===== src/rtl/sw_input_stage.sv =====
// sw_input_stage -- board input front end for the select_action stage.
//
// Synchronises the slide switches and two push buttons, debounces the
// buttons, latches the switch word on a capture press and steps the operating
// mode on a mode press. A one-cycle update_stb follows every change.
//
// Optional build macro: SW_INPUT_AUTO_REPEAT_EN
//   defined   -> holding the mode button issues an extra mode press every
//                REPEAT_CYCLES cycles while the press stays accepted
//   undefined -> one mode press per hold, REPEAT_CYCLES unused
//
// Ports:
//   clk          system clock, rising edge
//   rst_n        asynchronous active-low reset
//   raw_sw       unsynchronised slide switches
//   btn_capture  raw capture button, active-high
//   btn_mode     raw mode button, active-high
//   SW           registered switch word
//   SELECTOR     registered operating mode
//   update_stb   one-cycle pulse when SW or SELECTOR was just updated
//   busy         high while either debouncer is qualifying an edge

package types_pkg;
    localparam int BITS = 16;
    typedef logic [BITS-1:0] word_t;
    typedef enum logic [1:0] {
        ADD    = 2'd0,
        SUB    = 2'd1,
        AND_OP = 2'd2,
        OR_OP  = 2'd3
    } opr_mode_t;
endpackage

// sw_debounce -- four-state level debouncer with one-cycle press pulse.
//
// Ports:
//   clk, rst_n  clock / async active-low reset
//   sync_in     synchronised button level
//   sync_ok     synchroniser has filled since reset
//   press       registered one-cycle pulse on an accepted press
//   checking    state is CHK_HIGH or CHK_LOW
//   held        state is HELD_HIGH
//
// state     | meaning
// ----------+--------------------------------------------------
// IDLE_LOW  | button accepted as released
// CHK_HIGH  | button seen high, counting stable-high cycles
// HELD_HIGH | press accepted, waiting for release
// CHK_LOW   | button seen low, counting stable-low cycles
module sw_debounce #(
    parameter logic [15:0] DEBOUNCE_CYCLES = 16'd50000
) (
    input  logic clk,
    input  logic rst_n,
    input  logic sync_in,
    input  logic sync_ok,
    output logic press,
    output logic checking,
    output logic held
);
    typedef enum logic [1:0] {
        IDLE_LOW  = 2'd0,
        CHK_HIGH  = 2'd1,
        HELD_HIGH = 2'd2,
        CHK_LOW   = 2'd3
    } state_t;

    localparam logic [15:0] LAST = DEBOUNCE_CYCLES - 16'd1;

    state_t      state;
    logic [15:0] count;
    logic [15:0] count_inc;
    // A button already held when reset releases must be seen low once
    // before it can produce a press.
    logic        armed;

    assign count_inc = (count == 16'hFFFF) ? count : count + 16'd1;
    assign checking  = (state == CHK_HIGH) || (state == CHK_LOW);
    assign held      = (state == HELD_HIGH);

    always_ff @(posedge clk or negedge rst_n) begin
        if (!rst_n) begin
            state <= IDLE_LOW;
            count <= '0;
            press <= 1'b0;
            armed <= 1'b0;
        end else begin
            press <= 1'b0;
            case (state)
                IDLE_LOW: begin
                    if (sync_ok) begin
                        if (!sync_in) begin
                            armed <= 1'b1;
                        end else if (armed) begin
                            state <= CHK_HIGH;
                            count <= '0;
                        end
                    end
                end
                CHK_HIGH: begin
                    if (!sync_in) begin
                        state <= IDLE_LOW;
                    end else begin
                        count <= count_inc;
                        if (count_inc == LAST) begin
                            state <= HELD_HIGH;
                            press <= 1'b1;
                        end
                    end
                end
                HELD_HIGH: begin
                    if (!sync_in) begin
                        state <= CHK_LOW;
                        count <= '0;
                    end
                end
                CHK_LOW: begin
                    if (sync_in) begin
                        state <= HELD_HIGH;
                    end else begin
                        count <= count_inc;
                        if (count_inc == LAST) begin
                            state <= IDLE_LOW;
                        end
                    end
                end
                default: state <= IDLE_LOW;
            endcase
        end
    end
endmodule

module sw_input_stage #(
    parameter int          BITS            = types_pkg::BITS,
    parameter logic [15:0] DEBOUNCE_CYCLES = 16'd50000,
    parameter logic [23:0] REPEAT_CYCLES   = 24'd5000000
) (
    input  logic                 clk,
    input  logic                 rst_n,
    input  logic [BITS-1:0]      raw_sw,
    input  logic                 btn_capture,
    input  logic                 btn_mode,
    output types_pkg::word_t     SW,
    output types_pkg::opr_mode_t SELECTOR,
    output logic                 update_stb,
    output logic                 busy
);
    logic [BITS-1:0] sw_s1, sw_s2;
    logic            cap_s1, cap_s2;
    logic            mode_s1, mode_s2;
    logic [1:0]      ok_sh;

    logic cap_press, cap_chk, cap_held;
    logic mode_press, mode_chk, mode_held;
    logic rpt_press;
    logic mode_step;

    always_ff @(posedge clk or negedge rst_n) begin
        if (!rst_n) begin
            sw_s1   <= '0;
            sw_s2   <= '0;
            cap_s1  <= 1'b0;
            cap_s2  <= 1'b0;
            mode_s1 <= 1'b0;
            mode_s2 <= 1'b0;
            ok_sh   <= 2'b00;
        end else begin
            sw_s1   <= raw_sw;
            sw_s2   <= sw_s1;
            cap_s1  <= btn_capture;
            cap_s2  <= cap_s1;
            mode_s1 <= btn_mode;
            mode_s2 <= mode_s1;
            // Tracks the synchroniser fill so reset-forced zeros are not
            // mistaken for a real release.
            ok_sh   <= {ok_sh[0], 1'b1};
        end
    end

    sw_debounce #(.DEBOUNCE_CYCLES(DEBOUNCE_CYCLES)) u_cap_db (
        .clk      (clk),
        .rst_n    (rst_n),
        .sync_in  (cap_s2),
        .sync_ok  (ok_sh[1]),
        .press    (cap_press),
        .checking (cap_chk),
        .held     (cap_held)
    );

    sw_debounce #(.DEBOUNCE_CYCLES(DEBOUNCE_CYCLES)) u_mode_db (
        .clk      (clk),
        .rst_n    (rst_n),
        .sync_in  (mode_s2),
        .sync_ok  (ok_sh[1]),
        .press    (mode_press),
        .checking (mode_chk),
        .held     (mode_held)
    );

    assign busy = cap_chk | mode_chk;

`ifdef SW_INPUT_AUTO_REPEAT_EN
    logic [23:0] rpt_cnt;
    logic        unused_rpt;

    assign unused_rpt = cap_held;

    always_ff @(posedge clk or negedge rst_n) begin
        if (!rst_n) begin
            rpt_cnt   <= '0;
            rpt_press <= 1'b0;
        end else if (!mode_held) begin
            rpt_cnt   <= '0;
            rpt_press <= 1'b0;
        end else if (rpt_cnt == REPEAT_CYCLES - 24'd1) begin
            rpt_cnt   <= '0;
            rpt_press <= 1'b1;
        end else begin
            rpt_cnt   <= rpt_cnt + 24'd1;
            rpt_press <= 1'b0;
        end
    end
`else
    logic unused_rpt;

    assign unused_rpt = ^{REPEAT_CYCLES, mode_held, cap_held};
    assign rpt_press  = 1'b0;
`endif

    assign mode_step = mode_press | rpt_press;

    function automatic types_pkg::opr_mode_t next_mode(input types_pkg::opr_mode_t m);
        case (m)
            types_pkg::ADD:    next_mode = types_pkg::SUB;
            types_pkg::SUB:    next_mode = types_pkg::AND_OP;
            types_pkg::AND_OP: next_mode = types_pkg::OR_OP;
            default:           next_mode = types_pkg::ADD;
        endcase
    endfunction

    always_ff @(posedge clk or negedge rst_n) begin
        if (!rst_n) begin
            SW         <= '0;
            SELECTOR   <= types_pkg::ADD;
            update_stb <= 1'b0;
        end else begin
            update_stb <= cap_press | mode_step;
            if (cap_press) begin
                SW <= sw_s2;
            end
            if (mode_step) begin
                SELECTOR <= next_mode(SELECTOR);
            end
        end
    end
endmodule


===== config.mk =====
export PLATFORM = sky130hd
export DESIGN_NAME = sw_input_stage
export DESIGN_NICKNAME = d
export VERILOG_FILES = /design/src/rtl/sw_input_stage.sv
export SDC_FILE = /design/constraint.sdc
export NUM_CORES = 1
export LEC_CHECK = 0
export BUFFER_PORTS_ARGS = -buffer_cell sky130_fd_sc_hd__buf_2
export CAP_MARGIN = 20
export CORE_ASPECT_RATIO = 2
export CORE_MARGIN = 5
export CORE_UTILIZATION = 59
export CTS_BUF_LIST = sky130_fd_sc_hd__clkbuf_16
export DETAILED_ROUTE_END_ITERATION = 10
export MAX_ROUTING_LAYER = met4
export PLACE_DENSITY = 0.79
export SETUP_SLACK_MARGIN = 0.5
export SYNTH_ARGS = -nofsm -noshare
export SYNTH_HDL_FRONTEND = slang
export SYNTH_SLANG_ARGS = --single-unit

===== constraint.sdc =====
create_clock -name clk -period 3.35 [get_ports clk]
set_input_delay 0.67 -clock clk [delete_from_list [all_inputs] [get_ports clk]]
set_output_delay 0.67 -clock clk [all_outputs]
set_load 0.03 [all_outputs]

==> flow_metrics.tcl, run 1 <==
set metrics [dict create \
    status "complete, no violations" \
    setup_slack_ns 0.582 \
    seqPwrFrac 0.508 \
    synth.area.top_cells "dfrtp_1, mux2_2, o21ai_0, nand2_1, a21oi_1" \
    hold_ws_ns 0.340 \
    cts_buffer_depth 2 \
    post-route-min-period_ns 2.77 \
    ys_seq_area_frac 0.553 \
    clkLatencyLatePin_ns 0.34 \
    ys_async_sr_fraction 1.00 \
    start_util 0.604 \
    fin_skew_ns 0.00448 \
    crit_type "register to register" \
    placed_cells 524 \
    htree_num_levels 3 \
    stdcell_area_um2 4990 \
    fmax_mhz 361 \
    ys_warn_count 0 \
    finalPower_mw 2.47 \
    finish.net_count 470 \
    pin_count 40 \
    finalCritPeriodShare 0.826 \
    netlist_instances 412 \
    p_per_area_nw_per_um2 495 \
    drive_above_1_share 0.224 \
    die_area_um2 9370 \
    syn_area_um2 4390 \
    cts-root-buf "clkbuf_16" \
    io_buffer_count 39 \
    final_common_cell "dfrtp_1" \
    slew-limit-headroom 0.536 \
    cts_hold_buffers 0 \
    final.fill_count 567 \
    syn_to_final_growth_pct 13.6 \
    synth-seq-cells 97 \
    synth_edf_count 0 \
    synth_cell_types 61 \
    num_antenna_cells 0 \
    path_cells "ha_1 > nand3_2 > nor2_2 > and3_1 > mux2_2 > a2111oi_4 > mux2_2" \
    clkTransAtPathRegs_ns 0.07 \
    via_per_inst 6.13 \
    r2r_start "u_cap_db.count[0]$_DFFE_PN0P_" \
    die_h_um 132 \
    synth.avg_cell_area_um2 10.7 \
    die-width_um 71.0 \
    internal-power_mw 1.87 \
    drt-total-wl_um 9360 \
    finalSetupViolCount 0 \
    tns_ns 0 \
    place.detailed.hpwl_um 6790 \
    syn_nets 437 \
    drc 0 \
    rsz0062_at_grt "yes" \
    grt_pass1_vias 3448 \
    pwr-share-clk 0.418 \
    cp-startpoint "u_cap_db.count[0]$_DFFE_PN0P_" \
    drv_cap 0 \
    crit_fanout 9 \
    cellLeakagePower_nw 2.19 \
    final_cell_mix "dfrtp_1, o21ai_0, nand2_1, buf_2, a21oi_1" \
    finish.utilization 0.686 \
    cp-end-kind "register" \
    fin_cells 542 \
    irDropWorstVdd_mv 0.379 \
    maxSlewViolCount 0 \
    slowest_stage "a2111oi_4" \
    worstMarginPinSlew_ns 0.696 \
    cp_common_cell "mux2_2" \
    cp.required_ns 3.58 \
    worst-path-buf-inv 0 \
    grt_pass1_wl_um 16200 \
    synth_top_area_share 0.553 \
    swShare 0.243 \
    postRouteAntennaNets 0 \
    power_switching_uw 599 \
    grt_antenna_before_repair 0 \
    p_comb_frac 0.075 \
    grt_overflow 0 \
    hold_class "input pin to asynchronous set/reset pin" \
    critPathArrivalTime_ns 3.00 \
    grt_usage 0.225 \
    slowest_delay_ns 0.46 \
    num_rows 44 \
    cts_tree "done" \
    numCtsBuffers 9 \
    grt_max_degree 52 \
    startpoint_type "register" \
    drt_iter0_drc 261 \
    first_pass_iters 4 \
    avgRoutedWirePerCell_um 17.3 \
    dpl_worst_slack_ns 0.365 \
    yosys_most_used_dff "dfrtp_1" \
    core_um2 7270 \
    path_delay_family "multiplexers" \
    finalHoldViolCount 0 \
    yosys.area.top_type "dfrtp_1" \
    gp_congestion 0.927 \
    clock-sinks 97 \
    dpl_cell_area_um2 4650 \
    vias 3324 \
]
[cell type report]
class	count	area, µm²	area share
sequential	97	2430	0.487
multi-input combinational	279	1840	0.369
timing repair buffer	49	273	0.0547
clock buffer	9	225	0.0452
tap	92	115	0.0231
clock inverter	7	75.1	0.0151
inverter	9	33.8	0.00677
[per-layer routing]
layer / vias to the layer above / track usage / wire length [µm]
li1: 1569 / - / -
met2: 85 / 0.376 / 5140
met4: 0 / 0.131 / 454
met1: 1634 / 0.249 / 3460
met5: - / - / 0
met3: 36 / 0.0336 / 299
[flip-flops by register name (all words and copies together), names as in the netlist, named ones only]
name,count
sw_s1,16
u_cap_db.press,1
cap_s2,1
update_stb,1
u_cap_db.state,1
u_cap_db.count,16
u_mode_db.armed,1
u_mode_db.count,16
mode_s1,1
sw_s2,16
ok_sh,2
u_mode_db.press,1
u_mode_db.state,1
SELECTOR,2
cap_s1,1
mode_s2,1
SW,16
u_cap_db.armed,1
[kinds of logic after synthesis]
logic type,synth area share
and+or+nand+nor,0.176
AOI/OAI and AO/OA,0.154
DFF,0.553
buffers and inverters,0.0339
muxes,0.0630
adders and majority gates,0.0142
xor gates and xnor gates,0.00598
other,0.000854
[Yosys cell counts, types with 8 or more instances]
library cell  number
dfrtp_1           97
nand2_1           41
o21ai_0           41
a21oi_1           21
mux2_2            20
clkbuf_1          17
nor2_1            16
nand3_1           12
nand4_1           10
inv_1              9
nor3_1             8
[power by group through the flow]
| stage | Clock [mW] | Sequential [mW] | Combinational (mW) |
|---|---|---|---|
| 2_1_floorplan | 0 | 1.26 | 0.119 |
| 3_3_place_gp | 0 | 1.27 | 0.178 |
| 3_5_place_dp | 0 | 1.27 | 0.183 |
| 4_1_cts | 1.05 | 1.25 | 0.185 |
| 5_1_grt | 1.11 | 1.26 | 0.209 |
| 6_report | 1.03 | 1.25 | 0.184 |
[timing repair]
action,4_1_cts,5_1_grt
setup endpoints to repair,2,3
gates resized for setup,2,2
pin swaps,1,0
buffers inserted,2,0
cloned,0,0
[worst paths after layout]
path,depth (start not counted),to,slack (ns)
worst max-delay path,7,register,0.58
worst min-delay path,1,SW[14]$_DFFE_PN0P_,0.34
worst max register to register,7,register,0.58
worst min register to register,0,sw_s2[12]$_DFF_PN0_,0.35
max in group asynchronous,2,sw_s1[8]$_DFF_PN0_,2.24
min in group clk,0,sw_s2[12]$_DFF_PN0_,0.35
(Power assumes the default switching activity.)
==> run 2: changes to the inputs <==
--- a/config.mk
+++ b/config.mk
@@ -5,15 +5,16 @@
 export SDC_FILE = /design/constraint.sdc
 export NUM_CORES = 1
 export LEC_CHECK = 0
+export ABC_AREA = 1
 export BUFFER_PORTS_ARGS = -buffer_cell sky130_fd_sc_hd__buf_2
 export CAP_MARGIN = 20
 export CORE_ASPECT_RATIO = 2
 export CORE_MARGIN = 5
-export CORE_UTILIZATION = 59
+export CORE_UTILIZATION = 53
 export CTS_BUF_LIST = sky130_fd_sc_hd__clkbuf_16
 export DETAILED_ROUTE_END_ITERATION = 10
 export MAX_ROUTING_LAYER = met4
-export PLACE_DENSITY = 0.79
+export PLACE_DENSITY = 0.75
 export SETUP_SLACK_MARGIN = 0.5
 export SYNTH_ARGS = -nofsm -noshare
 export SYNTH_HDL_FRONTEND = slang
==> constraint.sdc (replaced) <==
create_clock -name clk -period 2.39 [get_ports clk]
set_input_delay 0.478 -clock clk [delete_from_list [all_inputs] [get_ports clk]]
set_output_delay 0.478 -clock clk [all_outputs]
set_load 0.03 [all_outputs]
==> run 2 against run 1 <==
Against the previous run: setup slack got worse by 0.11 ns; wire length increased by 22%; global-route usage increased by 0.83 points; combinational power increased to 3.3 times the previous value; highest routed layer unchanged; die area increased by 11%; critical path type unchanged; cell count increased by 23%; area after synthesis increased by 0.97%; register-to-register slack got worse by 0.11 ns; critical path depth increased by 4.
==> flow_metrics.tcl, run 2 <==
set metrics [dict create \
    startpoint_type "register" \
    final.fill_count 638 \
    critPathArrivalTime_ns 2.16 \
    path_delay_family "simple AND/OR/NAND/NOR gates" \
    worstMarginPinSlew_ns 0.710 \
    path_cells "ha_4 > nand3_4 > nor3_4 > buf_6 > nand3_4 > o21ai_2 > nand3_2 > nor2_4 > nand2_1 > nand2_1 > nand2_1" \
    cp.required_ns 2.63 \
    vias 3734 \
    seqPwrFrac 0.479 \
    p_per_area_nw_per_um2 676 \
    core_um2 8230 \
    drv_cap 0 \
    clkLatencyLatePin_ns 0.35 \
    cts_hold_buffers 0 \
    ys_warn_count 0 \
    worst-path-buf-inv 1 \
    grt_pass1_wl_um 17700 \
    drc 0 \
    start_util 0.539 \
    synth-seq-cells 97 \
    post-route-min-period_ns 1.91 \
    dpl_worst_slack_ns 0.235 \
    p_comb_frac 0.159 \
    first_pass_iters 6 \
    top_layer_used "met4" \
    wl_met2_um 6370 \
    dpl_cell_area_um2 4750 \
    irDropWorstVdd_mv 0.612 \
    tns_ns 0 \
    pin_count 40 \
    cts-root-buf "clkbuf_16" \
    syn_area_um2 4430 \
    cp_common_cell "nand2_1" \
    synth.area.top_cells "dfrtp_1, nand2_1, nand3_1, inv_1, mux2_2" \
    synth_top_area_share 0.547 \
    grt_antenna_before_repair 0 \
    slowest_stage "dfrtp_1" \
    fmax_mhz 522 \
    syn_nets 508 \
    slowest_delay_ns 0.43 \
    rsz0062_at_grt "yes" \
    drive_above_1_share 0.341 \
    drt_iter0_drc 252 \
    cts_buffer_depth 2 \
    syn_to_final_growth_pct 26.1 \
    final_cell_mix "dfrtp_1, nand2_1, inv_1, buf_2, nand3_1" \
    gp_congestion 0.944 \
    clkTransAtPathRegs_ns 0.07 \
    postRouteAntennaNets 0 \
    synth_cell_types 32 \
    status "complete, no violations" \
    swShare 0.294 \
    power_switching_mw 1.11 \
    fin_skew_ns 0.0118 \
    avgRoutedWirePerCell_um 17.2 \
    die_h_um 139 \
    synth.avg_cell_area_um2 9.18 \
    yosys_most_used_dff "dfrtp_1" \
    finalHoldViolCount 0 \
    finalCritPeriodShare 0.801 \
    grt_usage 0.233 \
    cp-end-kind "register" \
    htree_num_levels 3 \
    internal-power_mw 2.67 \
    io_buffer_count 39 \
    numCtsBuffers 9 \
    clock-sinks 97 \
    grt_max_degree 51 \
    place.detailed.hpwl_um 7990 \
    via_per_inst 5.62 \
    finish.utilization 0.679 \
    grt_pass1_vias 3791 \
    met3_wirelength_um 421 \
    synth_common_cells "nand2_1, dfrtp_1, inv_1" \
    m1WireLength_um 3710 \
    num_antenna_cells 0 \
    stdcell_area_um2 5590 \
    cellLeakagePower_nw 2.68 \
    ys_async_sr_fraction 1.00 \
    pwr-share-clk 0.362 \
    yosys.area.top_type "dfrtp_1" \
    synth_most_common_cell "nand2_1" \
    ys_seq_area_frac 0.547 \
    crit_fanout 8 \
    setup_slack_ns 0.476 \
    num_rows 47 \
    cts_tree "done" \
    die_area_um2 10400 \
    finish.net_count 587 \
    slew-limit-headroom 0.527 \
    synth_edf_count 0 \
    die-width_um 74.7 \
    hold_class "input pin to asynchronous set/reset pin" \
    finalSetupViolCount 0 \
    netlist_instances 483 \
    crit_type "register to register" \
    grt_overflow 0 \
    maxSlewViolCount 0 \
    drt-total-wl_um 11400 \
]
[run 2: cell count changes after synthesis, moves of 14 or more]
cell	delta
nand2_1	+62
inv_1	+46
nand3_1	+35
nor2_1	+27
a21oi_1	-16
o21ai_0	-14
[run 2: layout make-up]
cell class                      instances  area, µm²  area share
Clock buffer                            9        225      0.0403
Clock inverter                          6       51.3     0.00917
Sequential cell                        97       2440       0.436
Inverter                               58        220      0.0394
Multi-Input combinational cell        321       2040       0.365
Tap cell                               98        123      0.0219
Timing Repair Buffer                   75        492      0.0879
[run 2: routing by layer]
layer | track usage | up-vias
met2 | 0.410 | 140
met4 | 0.139 | 0
met5 | - | -
li1 | - | 1736
met1 | 0.225 | 1789
met3 | 0.0404 | 69
[run 2: worst paths after layout]
check                                                  endpoint  cells after the start  slack, ns                          start
worst min-delay path            u_mode_db.count[11]$_DFFE_PN0P_                      1       0.03                          rst_n
min in group clk                             sw_s1[4]$_DFF_PN0_                      1       0.23                      raw_sw[4]
max in group asynchronous         u_cap_db.count[5]$_DFFE_PN0P_                      2       1.69                          rst_n
worst min register to register                 cap_s2$_DFF_PN0_                      0       0.34               cap_s1$_DFF_PN0_
worst max-delay path                                   register                     11       0.48  u_cap_db.count[1]$_DFFE_PN0P_
worst max register to register                         register                     11       0.48  u_cap_db.count[1]$_DFFE_PN0P_
[run 2: kinds of logic (layout without fill, tap and decap cells)]
| logic type | after synthesis | after routing | share of synthesized area |
|---|---|---|---|
| other | 1 | 1 | 0.000846 |
| and+or+nand+nor | 240 | 240 | 0.260 |
| DFF | 97 | 97 | 0.547 |
| xor gates and xnor gates | 6 | 6 | 0.0119 |
| muxes | 16 | 16 | 0.0406 |
| adders and majority gates | 5 | 5 | 0.0141 |
| AOI/OAI and AO/OA | 53 | 53 | 0.0677 |
| buffers and inverters | 65 | 148 | 0.0570 |
[run 2: worst reg2reg max path, cell delays in order (launching register included)]
cell,delay [ns]
dfrtp_1,0.43
ha_4,0.18
nand3_4,0.10
nor3_4,0.23
buf_6,0.15
nand3_4,0.14
o21ai_2,0.13
nand3_2,0.11
nor2_4,0.15
nand2_1,0.08
nand2_1,0.06
nand2_1,0.04
[run 2: stage by stage]
| step | power, mW | cells | hold WS, ns |
|---|---|---|---|
| detailed placement | 2.26 | 616 | 0.335 |
| floorplan | 2.09 | 483 | 0.182 |
| global route | 3.93 | 664 | 0.0588 |
| finish | 3.78 | 664 | 0.0302 |
| CTS | 3.67 | 640 | 0.0426 |
| global placement | 2.25 | 616 | 0.331 |
[run 2: power by group through the flow]
stage	clock, mW	sequential (mW)	combinational (mW)
after floorplan	0	1.80	0.289
after global placement	0	1.82	0.426
after detailed placement	0	1.82	0.436
after CTS	1.38	1.80	0.495
after global routing	1.45	1.82	0.660
final	1.37	1.81	0.601
[run 2: what timing repair did]
| item | in CTS | in global routing |
|---|---|---|
| buffers inserted | 9 | 24 |
| gates resized for setup | 14 | 67 |
| pin swaps | 6 | 37 |
| setup endpoints to repair | 7 | 7 |
